**src/rtl/lc3_decode_stage.sv**
```systemverilog
// LC-3 decode stage: registers fetched IR/NPC and resolves execute/writeback/memory control words.
// Latency: one cycle from enable_decode to registered outputs; no combinational input-to-output path.
// Backpressure: none issued; enable_decode low stalls (all outputs hold), flush kills the live instruction.
module lc3_decode_stage #(
  parameter bit MEM_OPS_EN = 1'b1,
  parameter int CNT_W      = 16
) (
  input  logic             clock,
  input  logic             reset,
  input  logic             enable_decode,
  input  logic             flush,
  input  logic [15:0]      dout,
  input  logic [15:0]      npc_in,
  output logic [15:0]      IR,
  output logic [15:0]      npc_out,
  output logic [5:0]       E_Control,
  output logic [1:0]       W_Control,
  output logic [2:0]       Mem_Control,
  output logic             reg_we,
  output logic             illegal,
  output logic             valid_out,
  output logic [CNT_W-1:0] decode_count
);

  localparam logic [3:0] OP_BR  = 4'b0000;
  localparam logic [3:0] OP_ADD = 4'b0001;
  localparam logic [3:0] OP_LD  = 4'b0010;
  localparam logic [3:0] OP_ST  = 4'b0011;
  localparam logic [3:0] OP_AND = 4'b0101;
  localparam logic [3:0] OP_LDR = 4'b0110;
  localparam logic [3:0] OP_STR = 4'b0111;
  localparam logic [3:0] OP_NOT = 4'b1001;
  localparam logic [3:0] OP_LDI = 4'b1010;
  localparam logic [3:0] OP_STI = 4'b1011;
  localparam logic [3:0] OP_JMP = 4'b1100;
  localparam logic [3:0] OP_LEA = 4'b1110;

  // E_Control = {alu_control[1:0], pcselect1[1:0], pcselect2, op2select}
  localparam logic [5:0] E_PC_OFF9 = 6'b000110;  // NPC + off9
  localparam logic [5:0] E_BR_OFF6 = 6'b001000;  // base reg + off6
  localparam logic [5:0] E_BR_ZERO = 6'b001100;  // base reg + 0

  logic [3:0]       opc;
  logic [5:0]       dec_e;
  logic [1:0]       dec_w;
  logic [2:0]       dec_m;
  logic             dec_we;
  logic             dec_ill;

  logic [15:0]      ir_d, ir_q;
  logic [15:0]      npc_d, npc_q;
  logic [5:0]       e_ctl_d, e_ctl_q;
  logic [1:0]       w_ctl_d, w_ctl_q;
  logic [2:0]       mem_ctl_d, mem_ctl_q;
  logic             reg_we_d, reg_we_q;
  logic             illegal_d, illegal_q;
  logic             valid_d, valid_q;
  logic [CNT_W-1:0] count_d, count_q;

  assign opc = dout[15:12];

  // Pure decode of the incoming instruction; every unused field stays zero.
  always_comb begin
    dec_e   = 6'b000000;
    dec_w   = 2'b00;
    dec_m   = 3'b000;
    dec_we  = 1'b0;
    dec_ill = 1'b0;
    case (opc)
      OP_ADD: begin
        dec_e  = {5'b00000, ~dout[5]};
        dec_we = 1'b1;
      end
      OP_AND: begin
        dec_e  = {5'b01000, ~dout[5]};
        dec_we = 1'b1;
      end
      OP_NOT: begin
        dec_e  = 6'b100000;
        dec_we = 1'b1;
      end
      OP_LEA: begin
        dec_e  = E_PC_OFF9;
        dec_w  = 2'b10;
        dec_we = 1'b1;
      end
      OP_LD: begin
        if (MEM_OPS_EN) begin
          dec_e  = E_PC_OFF9;
          dec_w  = 2'b01;
          dec_m  = 3'b001;
          dec_we = 1'b1;
        end else begin
          dec_ill = 1'b1;
        end
      end
      OP_LDI: begin
        if (MEM_OPS_EN) begin
          dec_e  = E_PC_OFF9;
          dec_w  = 2'b01;
          dec_m  = 3'b101;
          dec_we = 1'b1;
        end else begin
          dec_ill = 1'b1;
        end
      end
      OP_LDR: begin
        if (MEM_OPS_EN) begin
          dec_e  = E_BR_OFF6;
          dec_w  = 2'b01;
          dec_m  = 3'b001;
          dec_we = 1'b1;
        end else begin
          dec_ill = 1'b1;
        end
      end
      OP_ST: begin
        if (MEM_OPS_EN) begin
          dec_e = E_PC_OFF9;
          dec_m = 3'b010;
        end else begin
          dec_ill = 1'b1;
        end
      end
      OP_STI: begin
        if (MEM_OPS_EN) begin
          dec_e = E_PC_OFF9;
          dec_m = 3'b110;
        end else begin
          dec_ill = 1'b1;
        end
      end
      OP_STR: begin
        if (MEM_OPS_EN) begin
          dec_e = E_BR_OFF6;
          dec_m = 3'b010;
        end else begin
          dec_ill = 1'b1;
        end
      end
      OP_BR: begin
        if (MEM_OPS_EN) begin
          dec_e = E_PC_OFF9;
        end else begin
          dec_ill = 1'b1;
        end
      end
      OP_JMP: begin
        if (MEM_OPS_EN) begin
          dec_e = E_BR_ZERO;
        end else begin
          dec_ill = 1'b1;
        end
      end
      default: begin
        dec_ill = 1'b1;
      end
    endcase
  end

  // Next-state selection: flush beats capture, otherwise hold.
  always_comb begin
    ir_d      = ir_q;
    npc_d     = npc_q;
    e_ctl_d   = e_ctl_q;
    w_ctl_d   = w_ctl_q;
    mem_ctl_d = mem_ctl_q;
    reg_we_d  = reg_we_q;
    illegal_d = illegal_q;
    valid_d   = valid_q;
    count_d   = count_q;
    if (flush) begin
      // Kill side effects only; IR/NPC and execute/writeback selects keep their last values.
      valid_d   = 1'b0;
      reg_we_d  = 1'b0;
      mem_ctl_d = 3'b000;
      illegal_d = 1'b0;
    end else if (enable_decode) begin
      ir_d      = dout;
      npc_d     = npc_in;
      e_ctl_d   = dec_e;
      w_ctl_d   = dec_w;
      mem_ctl_d = dec_m;
      reg_we_d  = dec_we;
      illegal_d = dec_ill;
      valid_d   = 1'b1;
      count_d   = count_q + CNT_W'(1);
    end
  end

  // Stage registers with synchronous reset taking priority over everything.
  always_ff @(posedge clock) begin
    if (reset) begin
      ir_q      <= '0;
      npc_q     <= '0;
      e_ctl_q   <= '0;
      w_ctl_q   <= '0;
      mem_ctl_q <= '0;
      reg_we_q  <= 1'b0;
      illegal_q <= 1'b0;
      valid_q   <= 1'b0;
      count_q   <= '0;
    end else begin
      ir_q      <= ir_d;
      npc_q     <= npc_d;
      e_ctl_q   <= e_ctl_d;
      w_ctl_q   <= w_ctl_d;
      mem_ctl_q <= mem_ctl_d;
      reg_we_q  <= reg_we_d;
      illegal_q <= illegal_d;
      valid_q   <= valid_d;
      count_q   <= count_d;
    end
  end

  assign IR           = ir_q;
  assign npc_out      = npc_q;
  assign E_Control    = e_ctl_q;
  assign W_Control    = w_ctl_q;
  assign Mem_Control  = mem_ctl_q;
  assign reg_we       = reg_we_q;
  assign illegal      = illegal_q;
  assign valid_out    = valid_q;
  assign decode_count = count_q;

endmodule

```
**config.mk**
```make
export PLATFORM = sky130hd
export DESIGN_NAME = lc3_decode_stage
export DESIGN_NICKNAME = d
export VERILOG_FILES = /design/src/rtl/lc3_decode_stage.sv
export SDC_FILE = /design/constraint.sdc
export NUM_CORES = 1
export LEC_CHECK = 0
export BUFFER_PORTS_ARGS = -buffer_cell sky130_fd_sc_hd__buf_2
export CAP_MARGIN = 20
export CORE_AREA = 2 2 79 81
export DETAILED_ROUTE_END_ITERATION = 6
export DIE_AREA = 0 0 81 83
export PLACE_DENSITY_LB_ADDON = 0.05
export SLEW_MARGIN = 20
export SYNTH_ARGS = -nofsm -noshare
export SYNTH_HDL_FRONTEND = slang
export SYNTH_SLANG_ARGS = --single-unit
```
**constraint.sdc**
```tcl
create_clock -name clock -period 1.3 [get_ports clock]
set_input_delay 0 -clock clock [delete_from_list [all_inputs] [get_ports clock]]
set_output_delay 0 -clock clock [all_outputs]
set_load 0.05 [all_outputs]
```
## Yosys cells after proc, flatten, opt, wreduce, memory -nomap -nowiden

Index checks and enable logic that the tools add are counted.

- Input port bits: 36
- Flip-flop bits (word level): 62
- Word-level logic and storage cells: 38
- Output and inout port bits: 62

- Equality and inequality tests: 11
- Add/sub/neg operators: 1
- Bitwise logic cells: 2
- Mux-type cells: 5
- Reduce and logical (&&, ||, !) cells: 10

Operators by type and width:

| operator | number |
|---|---|
| $pmux 6 s6 | 1 |
| $eq 4x4->1 const B | 5 |
| $add 16x1->16 const B | 1 |
| $eq 4x3->1 const B | 3 |
| $pmux 3 s4 | 1 |
| $reduce_or 12->1 | 1 |
| $eq 4x2->1 const B | 2 |
| $reduce_or 2->1 | 4 |
| $reduce_or 7->1 | 1 |
| $reduce_or 6->1 | 1 |
| $eq 4x1->1 const B | 1 |
| $logic_not 4->1 | 1 |
| $pmux 2 s2 | 1 |
| $reduce_or 3->1 | 1 |
| $mux 1 | 2 |
| $not 1->1 | 2 |
| $reduce_and 2->1 | 1 |

## Logic depth before layout (Yosys ltp)

- Word-level depth: 3
- Depth in mapped cells: 6
- Gate-level depth less buffers: 4

## Least setup slack after synthesis

Ideal clock, no wire load.

- Kind: register to register
- Start point: reg count_q[2], in the netlist decode_count[2]
- End point: reg count_q[13], in the netlist decode_count[13]
- Buffers on the path: 1
- Setup time: 0.070 ns
- Cell stages (with the launch flop): 6
- Arrival: 1.616 ns
- Required time: 1.230 ns
- Path slack: -0.387 ns
- Period minus slack after synthesis: 1.687 ns
- Cells stage by stage: dfxtp_1 and4_1 buf_4 nand3_1 or3_1 a21oi_1

- Cells in the longest elaborated chain, start to end: 1

Ends and longest elaborated chain:

| what | RTL line | RTL |
|---|---|---|
| from (decl) | 58 | `logic [CNT_W-1:0] count_d, count_q;` |
| from (signal assigned) | 212 | `count_q <= count_d;` |
| $add 16x1->16 | 187 | `count_d = count_q + CNT_W'(1);` |

Every way passes these cells.
A chain may end at the register's enable or synchronous reset.

## Worst setup path in the final report

- Start point: reg count_q[2], in the netlist decode_count[2]
- End point: reg count_q[15], in the netlist decode_count[15]

The elaborated chain is that of the path after synthesis.

==> metrics.md <==
| Metric | Value |
|---|---|
| Status | finished, violations left |
| Failing checks | setup timing |
| Crit-path leading delay family | simple AND/OR/NAND/NOR gates |
| Root Driver | clkbuf_8 |
| Syn_area_per_cell | 8.18 um2 |
| Fillers | 520 |
| Clk buf depth | 2 |
| WL per Instance | 12.9 um |
| Drt drc | 0 |
| Die W | 81 um |
| Largest stage delay, worst path | 0.36 ns |
| Clock slew at reported path FFs | 0.07 ns |
| Slew Limit Fails | 0 |
| Iteration-0 DRC Markers | 90 |
| Kind of critical path | reg2reg |
| Area Growth Syn to Fin | 52.7% |
| Power density cells | between 1000 and 1500 mW/mm2 |
| Worst Tran Pin Value | approximately 0.44 ns |
| Die Y-Extent | between 80 and 90 um |
| Worst Hold Launch | flush |
| Global-route wire length before repair | 11,600 um |
| Distinct cells, synth | 33 |
| M1 WL | 2980 um |
| Worst path cell trace | and4_1, buf_6, nand3_2, or3_1, a21oi_2 |
| Uppermost layer routed | met4 |
| #FFs+latches synth | 62 |
| Syn Inst Count | 298 |
| Fin worst setup slack | -0.00162 ns |
| Final setup viols | 1 |
| CP Depth | 5 |
| Layout Nets | 471 |
| Final period utilization | 100% |
| Leakage power | 1.67 nW |
| Worst R2R Start | decode_count[2] |
| Critical Path RT | 1.56 ns |
| Hold Crit Class | in2reg |
| H-tree Lvls | 3 |
| GR Util All Layers | 21.7% |
| WP buf/inv | 1 |
| Peak fanout along the critical path | 8 |
| Top cell type's share of synthesized area | 50.9% |
| Vias per Instance | 4.88 |
| Post-DRT Antenna Nets | 0 |
| Area leader, netlist | dfxtp_1 |
| Die footprint | 0.00672 mm2 |
| Met2 wire length | 3180 um |
| Max-capacitance violation count | 0 |
| Setup WS pre-CTS | -0.000255 ns |
| Tmin final | 1.30 ns |
| Setup Skew | 0.00505 ns |
| Utilization after layout | between 60% and 70% |
| Fraction of layout instances using a drive strength above 1 | a little over a third |
| ANT cells | 0 |
| Leading cell type in the layout, fill and taps excluded | buf_2 |
| Total gr overflow | 0 |
| Register Area | 0.00129 mm2 |
| DR vias | roughly 2,500 |
| TritonCTS Buffers | 9 |
| Multi-input gate area | 0.00113 mm2 |
| Worst R2R Path Depth | 5 |
| Met3 wire length | 328 um |
| Clock sinks | 62 |
| RSZ-0062 raised after global routing | true |
| Reg-to-Reg End | decode_count[15] |
| CP endpoint kind | flip-flop |
| Netlist Area Pre-Place | 0.00244 mm2 |
| Net count after synthesis | 335 |
| Initial Util | 41.9% |
| Critical Path AT | 1.56 ns |
| Final Hold Violating Endpoints | 0 |
| Post-Route WL | 6630 um |
| Vias in the first global route | approximately 2,500 |
| Port buffer count | 97 |
| Post-DP HPWL | 4380 um |
| Setup tns final | -0.00162 ns |
| Syn. warnings | 0 |
| Max-Slew Margin vs Limit | 70.9% |
| VDD IR max | 0.891 mV |
| Worst path slowest cell | or3_1 |
| Worst skew pair latency | 0.33 ns |
| CTS tree | done |
| Num ports | 98 |
| GP Congestion | 0.763 |
| Commonest non-fill, non-tap cells in the layout | buf_2 (97), nand2_1 (75), dfxtp_1 (48), a21oi_1 (43), dlygate4sd3_1 (32) |
| Rows | 28 |
| CORE AREA | 0.00582 mm2 |
| Drt pass-1 iters | 4 |
| Startpoint types | flip-flop |
| Worst Hold Endpoint | valid_out |
| Hold Path Stages | 3 |
| Synth area leaders | dfxtp_1 (51%), nand2_1 (12%), a21oi_1 (9.2%) |
| Sequential share of the synthesized area | between 50% and 60% |
| Worst hold margin | 0.0258 ns |
| Initial antenna violation count | 0 |
| Fmax | 0.768 GHz |
| Pin count of the biggest net entering global routing | 25 |
| Worst R2R Setup Slack | -0.002 ns |
how the worst max path moves through the flow:
stage                                   to             from  slack, ns
after floorplan           decode_count[13]  decode_count[6]      -0.07
after global placement    decode_count[13]  decode_count[5]       0.02
after detailed placement  decode_count[11]  decode_count[5]    -0.0003
after CTS                 decode_count[11]  decode_count[5]    0.00007
after global routing      decode_count[15]  decode_count[4]      -0.08
final                     decode_count[15]  decode_count[2]     -0.002
per-stage QoR:
step | cell area (um2) | instances | total power, W
2_1_floorplan | 2490 | 298 | 0.00240
3_3_place_gp | 3110 | 464 | 0.00258
5_1_grt | 3720 | 514 | 0.00484
4_1_cts | 3680 | 513 | 0.00468
6_report | 3720 | 514 | 0.00462
3_5_place_dp | 3110 | 464 | 0.00259
cells in the mapped netlist:
library cell	count
o21a_1	1
a2bb2oi_1	1
buf_1	2
buf_6	1
nor2_1	15
a21oi_1	45
o21ai_0	9
and2_1	4
mux2i_1	2
nand2b_1	3
xnor2_1	2
or3_1	6
nand2_1	75
and4_1	2
o311a_1	1
buf_2	4
clkbuf_1	14
nand2_2	1
nor4_1	1
nand3_1	8
nor3_1	5
ha_1	1
buf_4	1
nor2b_1	8
xor2_1	8
a31oi_1	2
a41oi_1	1
dfxtp_1	62
and2b_2	1
nand4_1	8
and4b_2	2
and2_0	1
o311ai_0	1
area by class of cell:
type | count | share of cell area (%)
Sequential cell | 62 | 34.6
Clock inverter | 5 | 2.12
Clock buffer | 11 | 4.37
Multi-Input combinational cell | 214 | 30.3
Timing Repair Buffer | 147 | 26.0
Tap cell | 75 | 2.52
report_power, final:
part	leakage, nW	internal [W]	total [W]	switching, W
registers	0.515	0.00194	0.00197	0.0000290
logic	1.03	0.000226	0.000647	0.000421
clock network	0.124	0.00125	0.00200	0.000760
layer usage:
layer / up-vias / global-route usage, %
li1: 1275 / -
met1: 1152 / 27.8
met2: 69 / 35.0
met3: 12 / 4.89
met4: 0 / 8.78
met5: - / 0
state kept, by name (all words and copies together) (netlist names):
signal,count
IR,16
W_Control,2
illegal,1
reg_we,1
E_Control,6
Mem_Control,3
decode_count,16
valid_out,1
npc_out,16
kinds of logic (layout without fill, tap and decap cells):
logic type / after synthesis / count (layout) / synth area share [%]
buffers and inverters: 22 / 163 / 4.05
XOR/XNOR: 10 / 10 / 3.59
AND/OR/NAND/NOR: 140 / 140 / 26.7
AO/OA/AOI/OAI: 61 / 61 / 13.4
adder cells (fa/ha/maj): 1 / 1 / 0.513
flip-flops: 62 / 62 / 50.9
multiplexers: 2 / 2 / 0.821
worst reg2reg max path: stages (launching register included):
cell	delay, ns
dfxtp_4	0.34
and4_1	0.21
buf_6	0.14
nand3_2	0.08
or3_1	0.36
a21oi_2	0.11
repair_timing:
action | 4_1_cts | 5_1_grt
pin swaps | 1 | 9
hold buffers | 32 | 0
gates resized for setup | 1 | 10
endpoints found under the setup margin | 3 | 6
buffers inserted | 1 | 1
endpoints found under the hold margin | 35 | 0
Note: power is estimated with default switching activity, not from simulation.
